--- config.mk ---
export PLATFORM = sky130hd
export DESIGN_NAME = instr_decode_exec
export DESIGN_NICKNAME = d
export VERILOG_FILES = /design/src/rtl/instr_decode_exec.sv
export SDC_FILE = /design/constraint.sdc
export NUM_CORES = 1
export LEC_CHECK = 0
export ABC_CLOCK_PERIOD_IN_PS = 8600
export CORE_AREA = 2 2 135 84
export DETAILED_ROUTE_END_ITERATION = 10
export DIE_AREA = 0 0 137 86
export PLACE_DENSITY = 0.51
export SLEW_MARGIN = 15
export SYNTH_ARGS = -nofsm -noshare
export SYNTH_HDL_FRONTEND = slang
export SYNTH_SLANG_ARGS = --single-unit
--- constraint.sdc ---
create_clock -name CLK -period 8.6 [get_ports CLK]
set_clock_uncertainty 0.2 [all_clocks]
set_input_delay 2.58 -clock CLK [delete_from_list [all_inputs] [get_ports CLK]]
set_output_delay 2.58 -clock CLK [all_outputs]
set_load 0.01 [all_outputs]
--- src/rtl/instr_decode_exec.sv ---
// ----------------------------------------------------------------------------
// instr_decode_exec
//
// Instruction register, decoder and execute stage of the fetch-execute loop.
// The word the ROM returns for the current program counter is latched into
// IR each cycle. During the following cycle it executes against a 4 x 8-bit
// register file and the Z/C flags. Taken jumps and HALT go back to the
// program counter through JMP / JMP_OFFSET. The counter adds ADDR + 1 + d,
// where d = {0, +1, -2, -1} for offset codes 00/01/10/11.
//
// Instruction set:
//   00 rd rs f   ALU: f=00 ADD, 01 SUB, 10 AND, 11 OR. Writes Z and C.
//   01 rd imm4   LI:  rd = zero-extended imm4. Flags are unchanged.
//   10 cc xx off JUMP: cc=00 always, 01 Z, 10 !Z, 11 C.
//   11 111111    HALT. Every other 11xxxxxx code is a NOP.
//
// Ports:
//   CLK         in   rising-edge clock
//   RST         in   asynchronous active-high reset
//   ADDR        in   current program counter; it is captured into IR_ADDR
//   IMEM_DATA   in   instruction word at ADDR from the combinational ROM
//   JMP         out  jump request to the program counter (combinational)
//   JMP_OFFSET  out  offset code that goes with JMP (combinational)
//   RD_SEL      in   register-file observation select
//   RD_DATA     out  contents of the register picked by RD_SEL (combinational)
//   FLAG_Z      out  registered zero flag
//   FLAG_C      out  registered carry/borrow flag
//   HALTED      out  sticky halt indicator; only RST clears it
//   IR_ADDR     out  address of the instruction currently held in IR
// ----------------------------------------------------------------------------
module instr_decode_exec (
    input  logic       CLK,
    input  logic       RST,
    input  logic [7:0] ADDR,
    input  logic [7:0] IMEM_DATA,
    output logic       JMP,
    output logic [1:0] JMP_OFFSET,
    input  logic [1:0] RD_SEL,
    output logic [7:0] RD_DATA,
    output logic       FLAG_Z,
    output logic       FLAG_C,
    output logic       HALTED,
    output logic [7:0] IR_ADDR
);

    // Opcode classes, taken from IR[7:6]
    localparam logic [1:0] OP_ALU  = 2'b00;
    localparam logic [1:0] OP_LI   = 2'b01;
    localparam logic [1:0] OP_JUMP = 2'b10;
    localparam logic [1:0] OP_MISC = 2'b11;

    // Low six bits of the one MISC code that halts
    localparam logic [5:0] MISC_HALT = 6'h3F;

    // Offset codes that the counter turns into "go back to A" / "hold"
    localparam logic [1:0] OFF_BACK_TO_SELF = 2'b10;
    localparam logic [1:0] OFF_HOLD         = 2'b11;

    typedef enum logic {
        ST_RUN    = 1'b0,
        ST_HALTED = 1'b1
    } state_e;

    // ------------------------------------------------------------------
    // Helper functions
    // ------------------------------------------------------------------

    // ALU result. Bit 8 carries the new C flag: the carry out for ADD,
    // the borrow for SUB, and zero for the logical ops.
    function automatic logic [8:0] alu_compute(
        input logic [1:0] func,
        input logic [7:0] a,
        input logic [7:0] b
    );
        logic [8:0] result;
        case (func)
            2'b00:   result = {1'b0, a} + {1'b0, b};
            2'b01:   result = {(a < b), a - b};
            2'b10:   result = {1'b0, a & b};
            2'b11:   result = {1'b0, a | b};
            default: result = 9'h000;
        endcase
        return result;
    endfunction

    // Jump condition, tested against the flags as they are currently registered
    function automatic logic cond_met(
        input logic [1:0] cond,
        input logic       z,
        input logic       c
    );
        logic met;
        case (cond)
            2'b00:   met = 1'b1;
            2'b01:   met = z;
            2'b10:   met = ~z;
            2'b11:   met = c;
            default: met = 1'b0;
        endcase
        return met;
    endfunction

    // ------------------------------------------------------------------
    // State
    // ------------------------------------------------------------------
    logic [7:0] ir_r;
    logic [7:0] ir_addr_r;
    logic       ir_v_r;
    logic [7:0] reg_file_r [0:3];
    logic       flag_z_r;
    logic       flag_c_r;
    state_e     state_r;
    state_e     state_next_s;

    // ------------------------------------------------------------------
    // Decode signals
    // ------------------------------------------------------------------
    logic [1:0] opcode_s;
    logic [1:0] rd_idx_s;
    logic [1:0] rs_idx_s;
    logic [1:0] func_s;
    logic [1:0] cond_s;
    logic [1:0] off_s;
    logic [3:0] imm_s;

    logic       exec_valid_s;
    logic       is_alu_s;
    logic       is_li_s;
    logic       is_jump_s;
    logic       is_halt_s;
    logic       jump_taken_s;

    logic [8:0] alu_out_s;
    logic       reg_we_s;
    logic [7:0] reg_wdata_s;
    logic       flag_we_s;
    logic       flag_z_next_s;
    logic       flag_c_next_s;

    logic       jmp_s;
    logic [1:0] jmp_offset_s;

    assign opcode_s = ir_r[7:6];
    assign rd_idx_s = ir_r[5:4];
    assign rs_idx_s = ir_r[3:2];
    assign func_s   = ir_r[1:0];
    assign cond_s   = ir_r[5:4];
    assign off_s    = ir_r[1:0];
    assign imm_s    = ir_r[3:0];

    // An instruction only takes effect when IR is valid and the machine is running
    assign exec_valid_s = ir_v_r && (state_r == ST_RUN);

    // Instruction class decode, gated by validity
    always_comb begin
        is_alu_s     = 1'b0;
        is_li_s      = 1'b0;
        is_jump_s    = 1'b0;
        is_halt_s    = 1'b0;
        jump_taken_s = 1'b0;
        if (exec_valid_s) begin
            case (opcode_s)
                OP_ALU:  is_alu_s  = 1'b1;
                OP_LI:   is_li_s   = 1'b1;
                OP_JUMP: is_jump_s = 1'b1;
                OP_MISC: is_halt_s = (ir_r[5:0] == MISC_HALT);
                default: is_alu_s  = 1'b0;
            endcase
            jump_taken_s = is_jump_s && cond_met(cond_s, flag_z_r, flag_c_r);
        end else begin
            jump_taken_s = 1'b0;
        end
    end

    // Register-file write data and flag updates for the executing instruction
    always_comb begin
        alu_out_s     = alu_compute(func_s, reg_file_r[rd_idx_s], reg_file_r[rs_idx_s]);
        reg_we_s      = 1'b0;
        reg_wdata_s   = 8'h00;
        flag_we_s     = 1'b0;
        flag_z_next_s = flag_z_r;
        flag_c_next_s = flag_c_r;
        if (is_alu_s) begin
            reg_we_s      = 1'b1;
            reg_wdata_s   = alu_out_s[7:0];
            flag_we_s     = 1'b1;
            flag_z_next_s = (alu_out_s[7:0] == 8'h00);
            flag_c_next_s = alu_out_s[8];
        end else if (is_li_s) begin
            reg_we_s    = 1'b1;
            reg_wdata_s = {4'h0, imm_s};
        end else begin
            reg_we_s  = 1'b0;
            flag_we_s = 1'b0;
        end
    end

    // ------------------------------------------------------------------
    // Run/halt state machine
    // ------------------------------------------------------------------

    // State register
    always_ff @(posedge CLK or posedge RST) begin
        if (RST) begin
            state_r <= ST_RUN;
        end else begin
            state_r <= state_next_s;
        end
    end

    // Next state: a valid HALT is the only way in, and reset is the only way out
    always_comb begin
        state_next_s = state_r;
        case (state_r)
            ST_RUN: begin
                if (is_halt_s) begin
                    state_next_s = ST_HALTED;
                end else begin
                    state_next_s = ST_RUN;
                end
            end
            ST_HALTED: state_next_s = ST_HALTED;
            default:   state_next_s = ST_RUN;
        endcase
    end

    // Jump request to the counter. While halted, the counter holds. A HALT
    // sends it back to the HALT address. A taken jump passes its offset on.
    always_comb begin
        jmp_s        = 1'b0;
        jmp_offset_s = 2'b00;
        if (state_r == ST_HALTED) begin
            jmp_s        = 1'b1;
            jmp_offset_s = OFF_HOLD;
        end else if (is_halt_s) begin
            jmp_s        = 1'b1;
            jmp_offset_s = OFF_BACK_TO_SELF;
        end else if (jump_taken_s) begin
            jmp_s        = 1'b1;
            jmp_offset_s = off_s;
        end else begin
            jmp_s        = 1'b0;
            jmp_offset_s = 2'b00;
        end
    end

    // ------------------------------------------------------------------
    // Datapath registers
    // ------------------------------------------------------------------

    // IR stage. A redirect or a halt squashes the word captured at the same edge.
    always_ff @(posedge CLK or posedge RST) begin
        if (RST) begin
            ir_r      <= 8'h00;
            ir_addr_r <= 8'h00;
            ir_v_r    <= 1'b0;
        end else begin
            ir_r      <= IMEM_DATA;
            ir_addr_r <= ADDR;
            ir_v_r    <= !jmp_s && (state_r == ST_RUN);
        end
    end

    // Register file write port
    always_ff @(posedge CLK or posedge RST) begin
        if (RST) begin
            for (int i = 0; i < 4; i++) begin
                reg_file_r[i] <= 8'h00;
            end
        end else if (reg_we_s) begin
            reg_file_r[rd_idx_s] <= reg_wdata_s;
        end
    end

    // Z/C flags. ALU ops are the only instructions that update them.
    always_ff @(posedge CLK or posedge RST) begin
        if (RST) begin
            flag_z_r <= 1'b0;
            flag_c_r <= 1'b0;
        end else if (flag_we_s) begin
            flag_z_r <= flag_z_next_s;
            flag_c_r <= flag_c_next_s;
        end
    end

    // ------------------------------------------------------------------
    // Outputs
    // ------------------------------------------------------------------
    assign JMP        = jmp_s;
    assign JMP_OFFSET = jmp_offset_s;
    assign RD_DATA    = reg_file_r[RD_SEL];
    assign FLAG_Z     = flag_z_r;
    assign FLAG_C     = flag_c_r;
    assign HALTED     = (state_r == ST_HALTED);
    assign IR_ADDR    = ir_addr_r;

endmodule

==> results of run 1 <==
==> layout make-up <==
| type | count | area [µm²] |
|---|---|---|
| clock inverters | 2 | 60.06 |
| flip-flops and latches | 52 | 1301 |
| fillers | 993 | 6120 |
| multi-input cells | 230 | 2143 |
| inverters | 25 | 93.84 |
| repair buffers | 44 | 432.9 |
| clock buffers | 5 | 125.1 |
| well taps | 139 | 173.9 |
==> power breakdown <==
part	switching (mW)	internal, mW
Sequential	0.0681	0.305
Clock	0.0925	0.165
Combinational	0.319	0.299
Total	0.480	0.769
==> worst register-to-register path, delay by kind of cell, from the launching register on <==
family	cells	cell delay (ns)
AO/OA/AOI/OAI	4	1.07
AND/OR/NAND/NOR	1	0.17
flip-flops	1	0.76
multiplexers	2	0.99
adder cells (fa/ha/maj)	2	0.64
==> how the worst min path moves through the flow <==
stage,slack [ns],endpoint,cells past startpoint
after floorplan,0.28,reg_file_r[17],2
after global placement,0.31,reg_file_r[10],2
after detailed placement,0.32,reg_file_r[6],1
after CTS,0.34,reg_file_r[6],1
after global routing,0.36,reg_file_r[6],1
final,0.34,reg_file_r[6],1
==> cell families (layout without fill, tap and decap cells) <==
group	count (synthesis)	in the layout	synth area share
buffers and inverters	40	76	0.04674
AOI/OAI and AO/OA	72	72	0.1489
muxes	44	44	0.2147
xor gates and xnor gates	2	2	0.004849
and+or+nand+nor	85	85	0.1271
DFF	52	52	0.3601
adders and majority gates	27	27	0.09765
==> flip-flops by register name (all words and copies together), names as in the netlist <==
name and count:
reg_file_r 32, FLAG_C 1, IR_ADDR 8, HALTED 1
FLAG_Z 1, ir_v_r 1, ir_r 8
==> through the flow <==
step / hold WS [ns] / std cells
after floorplan: 0.2771 / 322
after global placement: 0.3126 / 490
after detailed placement: 0.3203 / 490
after CTS: 0.3372 / 497
after global routing: 0.3624 / 497
final: 0.3374 / 497
==> cell usage in the layout (no fill, tap or decap), types with 2 or more instances in the layout <==
master           instances
dfrtp_1                 52
clkdlybuf4s50_1         41
nand2_1                 26
mux4_2                  25
ha_1                    25
inv_1                   22
o21ai_0                 15
nor2_1                  14
mux2_2                  14
a21oi_1                  9
a22o_1                   8
nand2b_1                 7
nand3_1                  7
nor2b_1                  5
clkbuf_16                5
mux2i_1                  4
a32o_1                   4
inv_2                    3
o21bai_1                 3
a211oi_1                 3
and2_1                   3
o211ai_1                 3
a21o_1                   3
buf_4                    3
and2b_1                  2
a31oi_1                  2
o22ai_1                  2
nor3b_1                  2
nand4_1                  2
nand3b_1                 2
or3_1                    2
o32ai_1                  2
and3_1                   2
a22oi_1                  2
a41o_1                   2
fa_1                     2
bufinv_16                2
==> metal layers <==
layer,share of wire,up-vias,routed length (µm)
li1,-,1276,-
met1,0.52,1350,4815
met4,0.0089,0,82
met5,0,-,0
met2,0.42,75,3853
met3,0.053,8,489
==> flow_summary_export.csv, run 1 <==
group,metric,value,unit
critical_path,cpMaxStageDelayCell,"clkdlybuf4s50_1",
synth,synth_top_area_share,0.3601,
cells_and_area,nets,405,
synth,yosysUniqueCellTypes,64,
place,placed_cell_area,0.004145,mm²
clock_tree,cts_tree,"built",
pwr,peakVddDrop,0.0001022,V
critical_path,criticalPathCategory,"input port to output pin",
synth,async_flop_share,1.000,
synth,synth_commonest_cells,"dfrtp_1, nand2_1, ha_1, mux4_2, inv_1",
critical_path,crit_start,"RD_SEL[1]",
cells_and_area,utilization,0.4144,
hold_path,holdCritStartpoint,"reg_file_r[6]",
sta,setup_violations,0,
sta,max_freq,0.1375,GHz
critical_path,crit_required,5.82,ns
global_routing,antenna_found_initial,0,
critical_path,cp_max_fo,8,
cells_and_area,drive_above_1_share,0.1788,
sta,relSlewSlack,0.4743,
critical_path,crit_buf_inv,2,
routing,drc,0,
sta,fin_crit_sh,0.8454,
die,die_w,137,µm
critical_path,endpoint,"RD_DATA[3]",
synth,synth_seq_cells,52,
clock_tree,cts.path.max_buffers,2,
pwr,cellPowerDensity,288.4,mW/mm²
global_routing,grt_max_degree,53,
sta,tightest_slew,0.7886,ns
clock_tree,clock-root-buffer,"clkbuf_16",
critical_path,critPathLaunchType,"input port",
routing,via_count,2709,
place,place.gp.congestion,0.8054,
sta,fin_ws,1.330,ns
clock_tree,htreeDepth,2,
sta,hold_viol,0,
pwr,power.static_leakage,1.804,nW
die,fp.dieH,86,µm
synth,syn_avg_cell_area,11.22,µm²
global_routing,overflow,0,
cells_and_area,syn_to_final_growth,19.84,%
synth,yosys-top-cells-area,"dfrtp_1, mux4_2, ha_1",
clock_tree,numCtsBuffers,5,
global_routing,use_met1,0.2657,
critical_path,cp.depth,3,
global_routing,first_global_vias,2760,
synth,synth.net_count,369,
global_routing,grtUsageTotal,0.1704,
sta,rsz0062_at_grt,"false",
critical_path,r2r_start,"ir_r[3]",
critical_path,path_cells,"clkdlybuf4s50_1, mux4_2, clkdlybuf4s50_1",
clock_tree,cts.hold.buffers_added,0,
synth,synth-seq-area-share,0.3601,
clock_tree,path_clk_slew,0.07,ns
sta,fin_crit,7.270,ns
flow_run,max_cap_viol_count,0,
routing,first_pass_iters,4,
clock_tree,post_cts_buffers,0,
synth,netlist.top_cell.by_area,"dfrtp_1",
critical_path,rr_endpoint,"reg_file_r[22]",
die,io_pins,42,
hold_path,hp-class,"register to register",
critical_path,critPathTopFamily,"buffers and inverters",
critical_path,worstRegToRegCells,9,
synth,yosysMostFrequentCell,"dfrtp_1",
die,start_util,0.3458,
sta,setup_tns,0,ns
synth,netlist_instances,322,
routing,ant_nets,0,
clock_tree,cts.sinks,52,
die,rows,29,
die,design.die.area,0.01178,mm²
global_routing,use_met2,0.2420,
place,dpl.hpwl,6928,µm
critical_path,cp.arrival,4.49,ns
place,portBuffers,41,
global_routing,grtUsageMet3,0.03487,
critical_path,r2r_setup_slack,4.71,ns
synth,synth_edf_count,0,
routing,wl_per_cell,18.59,µm
routing,routed_via_density,5.451,
die,core,0.01045,mm²
sta,drv_slew,0,
critical_path,crit_path_max_incr_delay,0.83,ns
clock_tree,cts_resized,0,
cells_and_area,final_cell_area,0.004330,mm²
routing,wl,9240,µm
critical_path,path_common_cell,"clkdlybuf4s50_1",
cells_and_area,diodes,0,
synth,yosysWarnings,0,
clock_tree,clk_latency,0.29,ns
synth,synth_flop_cell,"dfrtp_1",
pwr,p_total,1.249,mW
global_routing,grt_pass1_wl,15260,µm
routing,drt_iter0_drc,146,
outcome,outcome,"completed",
global_routing,busiest_layer,"met1",
synth,synth.cell_area,0.003613,mm²
place,place_ws,1.307,ns
critical_path,worst_setup_path_end_kind,"output pin",
Power figures use the tool's default switching activity.
==> inputs of run 2 (changes only) <==
--- a/config.mk
+++ b/config.mk
@@ -5,7 +5,7 @@
 export SDC_FILE = /design/constraint.sdc
 export NUM_CORES = 1
 export LEC_CHECK = 0
-export ABC_CLOCK_PERIOD_IN_PS = 8600
+export ABC_CLOCK_PERIOD_IN_PS = 6880
 export CORE_AREA = 2 2 135 84
 export DETAILED_ROUTE_END_ITERATION = 10
 export DIE_AREA = 0 0 137 86
==> constraint.sdc (replaced) <==
create_clock -name CLK -period 6.88 [get_ports CLK]
set_clock_uncertainty 0.2 [all_clocks]
set_input_delay 2.064 -clock CLK [delete_from_list [all_inputs] [get_ports CLK]]
set_output_delay 2.064 -clock CLK [all_outputs]
set_load 0.01 [all_outputs]
==> flow_summary_export.csv, run 2 (synthesis gave the netlist of run 1 again) <==
group,metric,value,unit
routing,wl,9301,µm
critical_path,r2r_setup_slack,3.03,ns
pwr,cellPowerDensity,354.5,mW/mm²
pwr,comb_power_share,0.507,
global_routing,grt_max_degree,53,
cells_and_area,drive_above_1_share,0.1783,
clock_tree,cts.hold.buffers_added,0,
cells_and_area,regMostFlops,"reg_file_r",
critical_path,path_cells,"clkdlybuf4s50_1, mux4_2, clkdlybuf4s50_1",
hold_path,holdPathStages,2,
critical_path,r2r_start,"ir_r[3]",
clock_tree,cts_tree,"built",
clock_tree,cts_resized,0,
hold_path,holdCritStartpoint,"reg_file_r[2]",
clock_tree,post_cts_buffers,0,
routing,first_pass_iters,4,
cells_and_area,final_cell_mix,"dfrtp_1, clkdlybuf4s50_1, nand2_1, mux4_2, ha_1",
global_routing,grtUsageTotal,0.1674,
critical_path,crit_path_max_incr_delay,0.82,ns
place,placed_cell_area,0.004145,mm²
pwr,seqPwrFrac,0.303,
critical_path,rr_endpoint,"reg_file_r[6]",
sta,max_freq,0.1608,GHz
hold_path,hp-class,"register to register",
critical_path,cpMaxStageDelayCell,"clkdlybuf4s50_1",
die,design.die.area,0.01178,mm²
cells_and_area,layout_commonest_cell,"dfrtp_1",
sta,rsz0062_at_grt,"false",
critical_path,criticalPathCategory,"input port to output pin",
place,portBuffers,41,
pwr,p_int,0.9275,mW
clock_tree,cts.sinks,52,
global_routing,overflow,0,
critical_path,critPathLaunchType,"input port",
critical_path,cp_max_fo,8,
pwr,netSwitchingPower,0.6000,mW
sta,fin_crit_sh,0.9037,
outcome,outcome,"completed",
routing,wl_per_cell,18.68,µm
routing,drc,0,
clock_tree,clk_latency,0.30,ns
cells_and_area,fin_cells,498,
pwr,power.static_leakage,1.795,nW
critical_path,worstRegToRegCells,9,
die,fp.dieH,86,µm
critical_path,cp.arrival,3.95,ns
clock_tree,numCtsBuffers,5,
global_routing,first_global_vias,2695,
sta,setup_violations,0,
sta,setup_tns,0,ns
sta,drv_slew,0,
die,core,0.01045,mm²
cells_and_area,largest_reg_flops,32,
sta,fin_ws,0.6629,ns
sta,tightest_slew,0.7716,ns
clock_tree,path_clk_slew,0.07,ns
routing,ant_nets,0,
clock_tree,clock-root-buffer,"clkbuf_16",
cells_and_area,final_cell_area,0.004309,mm²
flow_run,max_cap_viol_count,0,
hold_path,min_to,"reg_file_r[2]",
pwr,p_sw_frac,0.3928,
clock_tree,htreeDepth,2,
sta,fin_crit,6.217,ns
pwr,p_total,1.528,mW
place,place.gp.congestion,0.7954,
cells_and_area,diodes,0,
place,dpl.hpwl,6920,µm
routing,via_count,2753,
sta,worst_hold_slack,0.3276,ns
pwr,peakVddDrop,0.0001263,V
critical_path,worst_setup_path_end_kind,"output pin",
critical_path,crit_required,4.62,ns
place,dp.cells,490,
cells_and_area,nets,405,
sta,hold_viol,0,
routing,drt_iter0_drc,177,
die,start_util,0.3458,
cells_and_area,utilization,0.4124,
die,io_pins,42,
critical_path,path_common_cell,"clkdlybuf4s50_1",
die,rows,29,
sta,relSlewSlack,0.4856,
cells_and_area,syn_to_final_growth,19.25,%
pwr,p_clk_frac,0.190,
global_routing,antenna_found_initial,0,
global_routing,grt_pass1_wl,14940,µm
routing,routed_via_density,5.528,
place,place_ws,0.6218,ns
die,die_w,137,µm
clock_tree,cts.path.max_buffers,2,
[run 2: changes by cell type in the layout (fill, tap and decap cells not counted)]
cell / before / now
bufinv_16: 2 / 1
clkbuf_1: 0 / 1
clkinv_2: 0 / 1
[run 2: layout make-up]
cell class,instances,area [µm²]
Fill cell,1031,6141
Timing Repair Buffer,44,432.9
Tap cell,139,173.9
Sequential cell,52,1301
Multi-Input combinational cell,230,2143
Clock buffer,6,128.9
Clock inverter,2,35.03
Inverter,25,93.84
[run 2: worst max-delay path by stage]
stage | start | end | slack [ns]
CTS | RD_SEL[1] | RD_DATA[4] | 0.62
finish | RD_SEL[1] | RD_DATA[4] | 0.66
floorplan | RD_SEL[1] | RD_DATA[0] | 1.61
global placement | RD_SEL[1] | RD_DATA[4] | 0.64
detailed placement | RD_SEL[1] | RD_DATA[4] | 0.62
global route | RD_SEL[1] | RD_DATA[0] | 0.55
[run 2: worst max-delay path, delay by kind of cell]
family	cells	cell delay, ns
buffers and inverters	2	1.31
muxes	1	0.58
[run 2: power by group through the flow]
stage / sequential [mW] / combinational (mW) / clock (mW)
6_report: 0.463 / 0.775 / 0.290
5_1_grt: 0.476 / 0.857 / 0.311
4_1_cts: 0.461 / 0.778 / 0.297
2_1_floorplan: 0.437 / 0.579 / 0
3_3_place_gp: 0.463 / 0.768 / 0
3_5_place_dp: 0.466 / 0.773 / 0
[run 2: per-layer routing]
layer	wire (µm)	share of wire	up-vias	global-route usage
li1	-	-	1278	-
met3	637	0.068	5	0.03842
met2	3871	0.42	89	0.2356
met4	45	0.0048	0	0.02624
met5	0	0	-	0
met1	4746	0.51	1381	0.2628
